### config.mk
export PLATFORM = sky130hd
export DESIGN_NAME = pwm_multi
export DESIGN_NICKNAME = d
export VERILOG_FILES = /design/src/rtl/pwm_multi.sv
export SDC_FILE = /design/constraint.sdc
export NUM_CORES = 1
export LEC_CHECK = 0
export CORE_ASPECT_RATIO = 2
export CORE_MARGIN = 2
export CORE_UTILIZATION = 53
export CTS_BUF_LIST = sky130_fd_sc_hd__clkbuf_4 sky130_fd_sc_hd__clkbuf_8
export CTS_CLUSTER_DIAMETER = 50
export DETAILED_ROUTE_END_ITERATION = 6
export PLACE_DENSITY = 0.79
export RECOVER_POWER = 50
export SYNTH_ARGS = -nofsm -noshare
export SYNTH_HDL_FRONTEND = slang
export SYNTH_SLANG_ARGS = --single-unit
### constraint.sdc
create_clock -name clk -period 2.4 [get_ports clk]
set_input_delay 0.24 -clock clk [delete_from_list [all_inputs] [get_ports clk]]
set_output_delay 0.24 -clock clk [all_outputs]
set_load 0.02 [all_outputs]
### src/rtl/pwm_multi.sv
// Multi-channel PWM generator. One shared prescaler and period counter feed
// any number of channels. Each channel keeps a write-anytime target duty and
// an active duty that is only refreshed at period boundaries, either by a
// direct copy or by a saturating soft-start ramp.
module pwm_multi #(
    parameter int WIDTH     = 4,
    parameter int CHANNELS  = 2,
    parameter int PRESCALE  = 1,
    parameter int RAMP_STEP = 1
) (
    input  logic                         clk,
    input  logic                         rst,
    input  logic [CHANNELS*WIDTH-1:0]    duty_in,
    input  logic [CHANNELS-1:0]          duty_we,
    input  logic                         ramp_en,
    input  logic                         enable,
    output logic [CHANNELS-1:0]          pwm_out,
    output logic                         period_start,
    output logic [CHANNELS-1:0]          ramping
);

    // Counter runs 0..MAX, so a period is 2^WIDTH-1 ticks and a duty of
    // 2^WIDTH-1 keeps the output high across the wrap.
    localparam logic [WIDTH-1:0] MAX = {{(WIDTH-1){1'b1}}, 1'b0};
    localparam int               PW  = (PRESCALE > 1) ? $clog2(PRESCALE) : 1;
    localparam logic [PW-1:0]    PRE_LAST = PW'(PRESCALE - 1);
    localparam int               SW  = WIDTH + 1;
    localparam logic [SW-1:0]    STEP = SW'(RAMP_STEP);

    logic [PW-1:0]    pre_cnt_q, pre_cnt_d;
    logic [WIDTH-1:0] cnt_q, cnt_d;
    logic             period_start_q;
    logic             tick;
    logic             boundary;

    assign tick     = enable && (pre_cnt_q == PRE_LAST);
    assign boundary = tick && (cnt_q == MAX);

    // Prescaler and period counter next state; disable parks both at zero.
    always_comb begin
        pre_cnt_d = pre_cnt_q;
        cnt_d     = cnt_q;
        if (!enable) begin
            pre_cnt_d = '0;
            cnt_d     = '0;
        end else begin
            if (pre_cnt_q == PRE_LAST) begin
                pre_cnt_d = '0;
            end else begin
                pre_cnt_d = pre_cnt_q + 1'b1;
            end
            if (tick) begin
                cnt_d = (cnt_q == MAX) ? '0 : cnt_q + 1'b1;
            end
        end
    end

    // Shared timing registers; period_start marks the first cycle at cnt=0.
    always_ff @(posedge clk or negedge rst) begin
        if (!rst) begin
            pre_cnt_q      <= '0;
            cnt_q          <= '0;
            period_start_q <= 1'b0;
        end else begin
            pre_cnt_q      <= pre_cnt_d;
            cnt_q          <= cnt_d;
            period_start_q <= boundary;
        end
    end

    assign period_start = period_start_q;

    generate
        for (genvar gi = 0; gi < CHANNELS; gi++) begin : g_chan
            logic [WIDTH-1:0] target_q;
            logic [WIDTH-1:0] active_q, active_d;
            logic             pwm_q;
            logic [SW-1:0]    act_ext, tgt_ext, step_up, tgt_plus;

            // Widened arithmetic so ramp sums never wrap before clamping.
            assign act_ext  = {1'b0, active_q};
            assign tgt_ext  = {1'b0, target_q};
            assign step_up  = act_ext + STEP;
            assign tgt_plus = tgt_ext + STEP;

            // Active duty moves toward target only at a period boundary.
            always_comb begin
                active_d = active_q;
                if (boundary) begin
                    if (!ramp_en || (active_q == target_q)) begin
                        active_d = target_q;
                    end else if (active_q < target_q) begin
                        active_d = (step_up >= tgt_ext) ? target_q : step_up[WIDTH-1:0];
                    end else begin
                        active_d = (act_ext <= tgt_plus) ? target_q
                                                         : active_q - STEP[WIDTH-1:0];
                    end
                end
            end

            // Per-channel state: target capture, active update, output compare.
            always_ff @(posedge clk or negedge rst) begin
                if (!rst) begin
                    target_q <= '0;
                    active_q <= '0;
                    pwm_q    <= 1'b0;
                end else begin
                    if (duty_we[gi]) begin
                        target_q <= duty_in[gi*WIDTH +: WIDTH];
                    end
                    active_q <= active_d;
                    pwm_q    <= enable && (cnt_q < active_q);
                end
            end

            assign pwm_out[gi] = pwm_q;
            assign ramping[gi] = (active_q != target_q);
        end
    endgenerate

endmodule

Yosys cells after proc, flatten, opt, wreduce, memory -nomap -nowiden
Index checks and enable logic that the tools add are counted.
Widths: inputs -> output; s select.
{"block": "classes", "eq_ne": 6, "add_sub_neg": 8, "bitwise_logic": 1, "reduce_logical": 7, "magnitude_cmp": 8, "n_mux": 13}
{"cell": "$mux 4", "n": 11}
{"cell": "$add 4x1->5 const B", "n": 4}
{"cell": "$lt 4x4->1", "n": 4}
{"cell": "$ge 5x4->1", "n": 2}
{"cell": "$le 4x5->1", "n": 2}
{"cell": "$eq 4x4->1", "n": 2}
{"cell": "$ne 4x4->1", "n": 2}
{"cell": "$sub 4x1->4 const B", "n": 2}
{"cell": "$add 4x1->4 const B", "n": 1}
{"cell": "$eq 4x4->1 const B", "n": 1}
{"cell": "$logic_and 1x1->1", "n": 4}
{"cell": "$logic_or 1x1->1", "n": 2}
{"cell": "$mux 1", "n": 2}
{"cell": "$ne 2x1->1 const B", "n": 1}
{"cell": "$add 1x1->1 const B", "n": 1}
{"cell": "$logic_not 1->1", "n": 1}
{"cell": "$not 1->1", "n": 1}
{"block": "word_totals", "ff_bits": 24, "in_bits": 14, "wordCells": 52, "output_inout_bits": 5}

Logic depth before layout (Yosys ltp)
Gate-level depths: netlist of run 1.
{"block": "depth", "word_depth": 5, "mapped_depth": 10, "ltp_nobuf": 9}

Least setup slack after synthesis of run 1
OpenSTA, ideal clock, no wires.
{"block": "synth_timing", "path_type": "register to register", "startpoint": "register g_chan[0].active_q[0]", "endpoint": "register g_chan[0].active_q[2]", "t_required_ns": 2.274, "n_path_buf": 0, "arrival_time_ns": 2.071, "setup_time_ns": 0.126, "path_stages_with_launch": 9, "setup_slack_ns": 0.202, "period_less_slack_ns": 2.198, "path_cell_list": "dfrtp_1 inv_1 ha_1 ha_1 a211o_1 o211ai_2 and3_4 o21ai_2 a311o_1"}
{"block": "synth_between", "elab_chain_len": 5, "elab_cells_between_ends": 11, "cone_classes": "add/sub (2); order compare (3); eq/ne (1); mux (4); reduce/logical (1)"}
{"item": "from (decl)", "line": "76", "rtl": "logic [WIDTH-1:0] active_q, active_d;"}
{"item": "from (signal assigned)", "line": "111", "rtl": "active_q <= active_d;"}
{"item": "$add 4x1->5", "line": "83", "rtl": "assign step_up = act_ext + STEP;"}
{"item": "$ge 5x4->1", "line": "93", "rtl": "active_d = (step_up >= tgt_ext) ? target_q : step_up[WIDTH-1:0];"}
{"item": "$mux 4", "line": "93"}
{"item": "$mux 4", "line": "92", "rtl": "end else if (active_q < target_q) begin"}
{"item": "$mux 4 *", "line": "90", "rtl": "if (!ramp_en || (active_q == target_q)) begin"}
Mark *: on every way between the ends. The rest lies on a longest branch, timed or not.
A chain may end at the register's enable or synchronous reset.

Worst setup path in the final report of run 1
{"block": "layout_timing", "startpoint": "register g_chan[0].active_q[1]", "endpoint": "register g_chan[0].active_q[2]"}
Same word-level chain as after synthesis.

==> metrics list, run 1 <==
- Result of the run: completed
- Number of pins exceeding their max-slew limit in the final report: 0
- The wire-length estimate of the detail-placed layout is 3.95 mm.
- The library cell used most frequently in the layout, excluding fill and tap cells, is sky130_fd_sc_hd__ha_1.
* Cell at the slowest stage of the critical path: sky130_fd_sc_hd__dfrtp_1
- Register-to-register path setup slack: 0.08 ns
- For this run, the slowest stage of the critical path takes 0.48 ns.
- Counting flops with a built-in enable in the synthesized netlist gives 0.
- Synth-to-layout area growth: 16.2%
- In this design, the critical path's most frequently occurring cell is sky130_fd_sc_hd__ha_1.
- Cell family with the largest share of critical-path delay: compound AO/OA/AOI/OAI gates
- The first global-routing pass estimated a little under 8 mm of wire.
- The Yosys step of the flow raised 0 warnings.
- For this configuration, the core starts out at a cell density of roughly 54%.
* Critical Path Fanout Max: 5
* Grt total ovfl: 0
- The share of the Yosys chip area taken by registers is 28.0%.
- RD Place Congestion: slightly above 0.9
- The initialized floorplan defines 32 standard-cell rows.
- For this block, the initial DRC count from the detailed router was 51.
- IR analysis of the VDD net gives a maximum drop of 309 uV.
- Kind of launch point of the worst setup path: register
- The setup path with the least slack is of type register to register.
- Via count of the first global-routing pass: 1,816
* Critical path data arrival time: 2.47 ns
* Highest metal layer used by the detailed router: met4
- Layout cell share with drive strength beyond 1: approximately a tenth
* Number of levels in the clock H-tree: 1
- Top Ports: 19
- Drt via density: roughly 6
- By area the synthesized netlist is led by sky130_fd_sc_hd__dfrtp_1, sky130_fd_sc_hd__ha_1, sky130_fd_sc_hd__o21ai_0.
- Number of cells produced by synthesis: 233
* CTS clk-pin slew, worst paths: 0.09 ns
- Data on the critical path is required at its endpoint by 2.55 ns.
* Post-synth top area cell: sky130_fd_sc_hd__dfrtp_1
- Fraction of the cycle the final worst path needs: 96.8%
* CTS Buf Count: 3
* Clock period minus final worst setup slack: 2.32 ns
* Chip Height: just over 90 um
- The region available for standard cell placement spans 0.00380 mm2.
- Layout net count: 311
- Worst clock skew on the final layout: 0.00567 ns
* Slew at the pin with the worst max-slew slack: 1.23 ns
* Syn nets: 285
- Hold bufs inserted after CTS: 0
- For this run, the top clock speed supported by timing is 0.431 GHz.
- The synthesized design devotes to its leading area cell type roughly 28% of total area.
- Counting every sink on the clock net gives 23.
- The number of antenna violations at the first check in global routing came to 0.
* Post-route design area: 0.00239 mm2
* TritonCTS clock tree: done
- Setup violations remaining at the end of the flow were counted as 0.
- The routed design uses between 100 and 150 um of met3 wire.
- Ratio of total power to cell area: 405 mW/mm2
* Number of filler instances in the final layout: 336
* Count of buffers inserted at the top-level ports: 18
* Buf+Inv Stages, Crit Path: 1
- Number of synthesized register bits: 23
- Cell Area, Placed: 0.00232 mm2
- Measured against its own limit, the worst slew margin works out to 17.8%.
* Count of vias placed by the detailed router: 1,847
* Post-Synthesis Mean Instance Area: around 8.8 um2
- The detail route stage leaves a number of antenna-violating nets equal to 0.
- Master cell of the clock root buffer: sky130_fd_sc_hd__clkbuf_8
- Die Area: approximately 0.0044 mm2
* Buffer levels on the longest clock path: 2
- Final wirelength: 4.95 mm
* Aggregate negative setup slack: 0 ns
- Max-cap violations in this run came to 0.
- Maximum number of pins on one net before global-route repair: 24
* DRT met1 WL: 1.77 mm
- Total global routing track utilization: between 20% and 30%
- Counting flops with an async set or reset pin after synthesis yields a share of 100%.
- Dividing the detail-routed wire length by the instance count gives 16.0 um.
- Across the whole layout, storage elements account for 581 um2.
* Worst Setup End Kind: register
- Static power due to leakage: 1.07 nW
- After detailed routing, the number of remaining DRC violations is 0.
- The tightest min-delay check is of the register to register type.
* Insertion delay of the later-clocked pin in the worst-skew pair: 0.27 ns
- In the final layout, the multi-input gates occupy between 0.001 and 0.0015 mm2.
* Leading cell types in the layout, fill and taps excluded: sky130_fd_sc_hd__ha_1, sky130_fd_sc_hd__inv_1, sky130_fd_sc_hd__nand2_1
- The critical path goes through inv_1 > ha_1 > ha_1 > a211o_1 > o211ai_2 > and3_4 > o21ai_2 > a311o_1.
* Horizontal die dimension: approximately 48 um
* Number of distinct library cells after synthesis: 47
- Final-report hold violation count: 0
- Mapped Area: 0.00206 mm2
* Top_reg_cell synth: sky130_fd_sc_hd__dfrtp_1
* Met2 WL post-DR: 2.87 mm
- The first TritonRoute pass finished after 5 iterations.
- 0 antenna diodes ended up in the layout.
flip-flops by register name, summed over array words and instances, names as in the netlist:
name / count
cnt_q: 4
g_chan.target_q: 8
period_start: 1
g_chan.pwm_q: 2
g_chan.active_q: 8
per-layer routing:
layer	global-route usage [%]	vias to the layer above
met5	0	-
met4	12.2	0
met3	1.57	17
met2	45.6	48
met1	23.5	891
li1	-	891
power breakdown:
group / leakage (nW) / internal, mW / switching, mW
Clock: 0.0217 / 0.117 / 0.127
Combinational: 0.777 / 0.131 / 0.161
Sequential: 0.273 / 0.406 / 0.0252
metrics by stage:
step / hold WS, ns / utilization (%) / setup WS (ns) / cells / power [mW]
detailed placement: 0.502 / 61.0 / 0.0530 / 303 / 0.721
CTS: 0.325 / 62.3 / 0.0567 / 307 / 0.963
global placement: 0.498 / 61.0 / 0.0890 / 303 / 0.714
floorplan: -0.0556 / - / 0.202 / 233 / 0.626
global route: 0.547 / 62.9 / -0.00153 / 309 / 1.03
finish: 0.513 / 62.9 / 0.0773 / 309 / 0.968
cell families after synthesis:
logic type / count (synthesis) / share of synthesized area (%)
adder cells (fa/ha/maj): 38 / 23.1
AND/OR/NAND/NOR: 72 / 18.2
XOR/XNOR: 9 / 3.83
buffers and inverters: 28 / 5.53
flip-flops: 23 / 28.0
AO/OA/AOI/OAI: 63 / 21.3
area by class of cell:
type                    count  area share [%]
flip-flops and latches     23            24.3
repair buffers             26            9.88
well taps                  51            2.67
multi-input cells         182            57.5
clock inverters             1           0.314
inverters                  23            3.61
clock buffers               3            1.73
what timing repair did:
item / CTS / global route
endpoints found under the setup margin: 0 / 6
setup buffers: 0 / 2
gates resized for setup: 0 / 7
synthesized netlist by cell type, types with 3 or more instances:
cell	count
sky130_fd_sc_hd__xnor2_1	6
sky130_fd_sc_hd__nand2b_1	6
sky130_fd_sc_hd__a211o_1	3
sky130_fd_sc_hd__a22oi_1	3
sky130_fd_sc_hd__a21oi_1	9
sky130_fd_sc_hd__dfrtp_1	23
sky130_fd_sc_hd__nand3_1	9
sky130_fd_sc_hd__nand4_1	6
sky130_fd_sc_hd__nand2_1	21
sky130_fd_sc_hd__nor2_1	12
sky130_fd_sc_hd__o21ai_0	19
sky130_fd_sc_hd__nand4b_1	3
sky130_fd_sc_hd__nor3_1	3
sky130_fd_sc_hd__a31oi_1	5
sky130_fd_sc_hd__inv_1	23
sky130_fd_sc_hd__xor2_1	3
sky130_fd_sc_hd__ha_1	38
worst reg2reg max path, stage by stage, from the launching register on:
cell and delay [ns]:
sky130_fd_sc_hd__dfrtp_1 0.48, sky130_fd_sc_hd__inv_1 0.12, sky130_fd_sc_hd__ha_1 0.32, sky130_fd_sc_hd__ha_1 0.28, sky130_fd_sc_hd__a211o_1 0.26, sky130_fd_sc_hd__o211ai_2 0.09, sky130_fd_sc_hd__and3_4 0.22, sky130_fd_sc_hd__o21ai_2 0.08
sky130_fd_sc_hd__a311o_1 0.35
final timing paths:
| kind | startpoint | end | depth (start not counted) |
|---|---|---|---|
| worst min register to register | cnt_q[0] | cnt_q[0] | 1 |
| min in group asynchronous | rst | cnt_q[0] | 2 |
| worst max-delay path | g_chan[0].active_q[1] | g_chan[0].active_q[2] | 8 |
| worst max register to register | g_chan[0].active_q[1] | g_chan[0].active_q[2] | 8 |
| worst min-delay path | cnt_q[0] | cnt_q[0] | 1 |
| max in group asynchronous | rst | g_chan[1].active_q[1] | 2 |
Note: power is estimated with default switching activity, not from simulation.
==> inputs of run 2 (changes only) <==
Settings changed: CELL_PAD_IN_SITES_DETAIL_PLACEMENT set to 1, CELL_PAD_IN_SITES_GLOBAL_PLACEMENT set to 1, CORE_UTILIZATION 53 to 41, PLACE_DENSITY 0.79 to 0.8.
==> metrics list, run 2 (synthesis gave the netlist of run 1 again) <==
* Result of the run: completed (unchanged)
- Layout net count: 320 (was 311)
- Horizontal die dimension: 54.1 um (was 48.1 um)
- Top Ports: 19 (unchanged)
- The average detailed-routed wire length per instance came to 18.0 um (was 16.0 um).
- GR Layer Usage met2: 46.8% (was 45.6%)
* CTS clk-pin slew, worst paths: 0.09 ns (about the same)
* Met1 GRT Util: 21.2% (was 23.5%)
* Antenna-violating nets left: 0 (unchanged)
- Leading cell types in the layout, fill and taps excluded: sky130_fd_sc_hd__ha_1, sky130_fd_sc_hd__inv_1, sky130_fd_sc_hd__nand2_1 (unchanged)
- Area inside the core boundary: 0.00486 mm2 (was 0.00380 mm2)
* Grt total ovfl: 0 (unchanged)
- The number of buffers on the longest clock path came to 2 (unchanged).
- The area added between synthesis and finish was 20.8% (was 16.2%).
* Most common library cell in the layout ignoring fill and taps: sky130_fd_sc_hd__ha_1 (unchanged)
- The hold-fix buffer count after cts was 0 (unchanged).
- # diodes: 0 (unchanged)
- Largest registers: g_chan.active_q (8), g_chan.target_q (8), cnt_q (4) (unchanged)
- The detailed router's first-iteration violation count is 30 (was 51).
- The ratio of final minimum period to clock period came to 97.2% (was 96.8%).
- The minimum setup slack after placement came to 0.0256 ns (was 0.0530 ns).
* Register-to-register path setup slack: 0.07 ns (was 0.08 ns)
- Sinks on the clock net: 23 (unchanged)
- The total of max-cap violations is 0 (unchanged).
- Startpoint of the most critical setup path: g_chan[0].target_q[1] (was g_chan[0].active_q[1])
- The number of global-route vias before repair is 2,073 (was 1,816).
- The fill cell instance count of the final layout came to 581 (was 336).
- Count of buffers inserted at the top-level ports: 18 (unchanged)
- Drt via density: 5.89 (was 5.98)
- Initial antenna violation count: 0 (unchanged)
* Kind of launch point of the worst setup path: register (unchanged)
- The final wirelength is 5.84 mm (was 4.95 mm).
* CP Class: register to register (unchanged)
- The layout cell share with drive strength beyond 1 came to 14.6% (was 10.5%).
- The number of buffers created by CTS is 3 (unchanged).
* Number of pins exceeding their max-slew limit in the final report: 0 (unchanged)
* Critical Path Fanout Max: 6 (was 5)
- The latest clock arrival within the worst-skew pair was 0.27 ns (about the same).
* Worst slew margin relative to its limit: 18.0% (was 17.8%)
- Beginning of the worst register-to-register path: g_chan[0].target_q[1] (was g_chan[0].active_q[1])
- The largest clock skew in the final design is 0.0113 ns (was 0.00567 ns).
- Power Total: 0.994 mW (was 0.968 mW)
- The placer's final routability congestion estimate was 0.930 (was 0.915).
- The DRC violation count after routing was 0 (unchanged).
* Count of vias placed by the detailed router: 1,909 (was 1,847)
- Critical path data arrival time: 2.51 ns (was 2.47 ns)
* Critical Path Sink: g_chan[0].active_q[1] (was g_chan[0].active_q[2])
- The summed negative setup slack over all endpoints is 0 ns (unchanged).
- The pin count of the biggest net entering global routing came to 24 (unchanged).
* Number of levels in the clock H-tree: 1 (unchanged)
- The worst min-delay path class is register to register (unchanged).
- The hold violation count in the final report was 0 (unchanged).
- The placement row count came to 36 (was 32).
- Worst reg2reg path endpoint: g_chan[0].active_q[1] (was g_chan[0].active_q[2])
- First-pass GRT wire length: 9.56 mm (was 7.82 mm)
* Maximum clock rate: 0.429 GHz (was 0.431 GHz)
- Total half-perimeter wirelength after legalization and detailed placement: 4.82 mm (was 3.95 mm)
- The nature of the critical path endpoint was a register (unchanged).
* Number of detailed-route iterations in the first pass: 4 (was 5)
- Setup slack of the critical path after layout: 0.0682 ns (was 0.0773 ns)
* Worst EP required: 2.58 ns (was 2.55 ns)
* Static power due to leakage: 1.11 nW (was 1.07 nW)
- The final setup violation count was 0 (unchanged).
- Setup repair after global routing could not meet its margin everywhere.
* Ratio of total power to cell area: 400 mW/mm2 (was 405 mW/mm2)
- The maximum ir drop on the vdd rail was 258 uV (was 309 uV).
- Hold_ws: 0.523 ns (was 0.513 ns)
- The floorplan die area is 0.00564 mm2 (was 0.00443 mm2).
- The CTS tree is done (unchanged).
- The final critical-path required period came to 2.33 ns (was 2.32 ns).
- Grt met3 use: 1.29% (was 1.57%)
* Slew at the pin with the worst max-slew slack: 1.23 ns (about the same)
- The master cell of the clock root buffer is sky130_fd_sc_hd__clkbuf_8 (unchanged).
* Chip Height: 104 um (was 92.1 um)
- Routing layer with the top usage in global route: met2 (unchanged)
* Total global routing track utilization: 22.9% (was 24.3%)
* Cell depth of the worst flop-to-flop path: 9 (was 8)
- Effective utilization at floorplan: 42.3% (was 54.1%)
run 2: area by class of cell:
cell class / count / area, um2 / area share (%)
Clock inverter: 1 / 7.51 / 0.302
Inverter: 23 / 86.3 / 3.47
Sequential cell: 23 / 583 / 23.5
Tap cell: 57 / 71.3 / 2.87
Timing Repair Buffer: 35 / 304 / 12.2
Clock buffer: 3 / 41.3 / 1.66
Multi-Input combinational cell: 182 / 1390 / 56.0
run 2: through the flow:
step	cell area, um2	std cells	utilization, %
detailed placement	2370	315	48.8
floorplan	2060	233	-
global placement	2370	315	48.8
CTS	2420	319	49.8
finish	2490	324	51.1
global route	2490	324	51.1
run 2: where the power goes:
group	internal, mW	switching, mW
Clock	0.117	0.126
Sequential	0.406	0.0267
Combinational	0.142	0.176
run 2: per-layer routing:
metal  part of all wire (%)  vias up
met5                      0        -
met4                    3.0        0
met3                    1.1       11
met2                     63       21
met1                     33      961
li1                       -      916
run 2: repair_timing:
item	4_1_cts	5_1_grt
endpoints found under the setup margin	0	6
setup buffers	0	5
resized for setup	0	12
run 2: how the worst min path moves through the flow:
stage	start	to	slack, ns	cells past startpoint
2_1_floorplan	rst	cnt_q[0]	-0.06	0
3_3_place_gp	cnt_q[0]	cnt_q[0]	0.50	1
3_5_place_dp	cnt_q[0]	cnt_q[0]	0.51	1
4_1_cts	rst	cnt_q[2]	0.32	2
5_1_grt	duty_in[5]	g_chan[1].target_q[1]	0.53	3
6_report	cnt_q[0]	cnt_q[0]	0.52	1
run 2: worst max-delay path, stage by stage, from the launching register on:
cell                       delay (ns)
sky130_fd_sc_hd__dfrtp_1         0.44
sky130_fd_sc_hd__ha_1            0.30
sky130_fd_sc_hd__inv_1           0.04
sky130_fd_sc_hd__ha_1            0.28
sky130_fd_sc_hd__nor2b_1         0.14
sky130_fd_sc_hd__o211ai_1        0.15
sky130_fd_sc_hd__a211oi_4        0.41
sky130_fd_sc_hd__a22oi_1         0.11
sky130_fd_sc_hd__or2_1           0.24
sky130_fd_sc_hd__a41oi_2         0.16
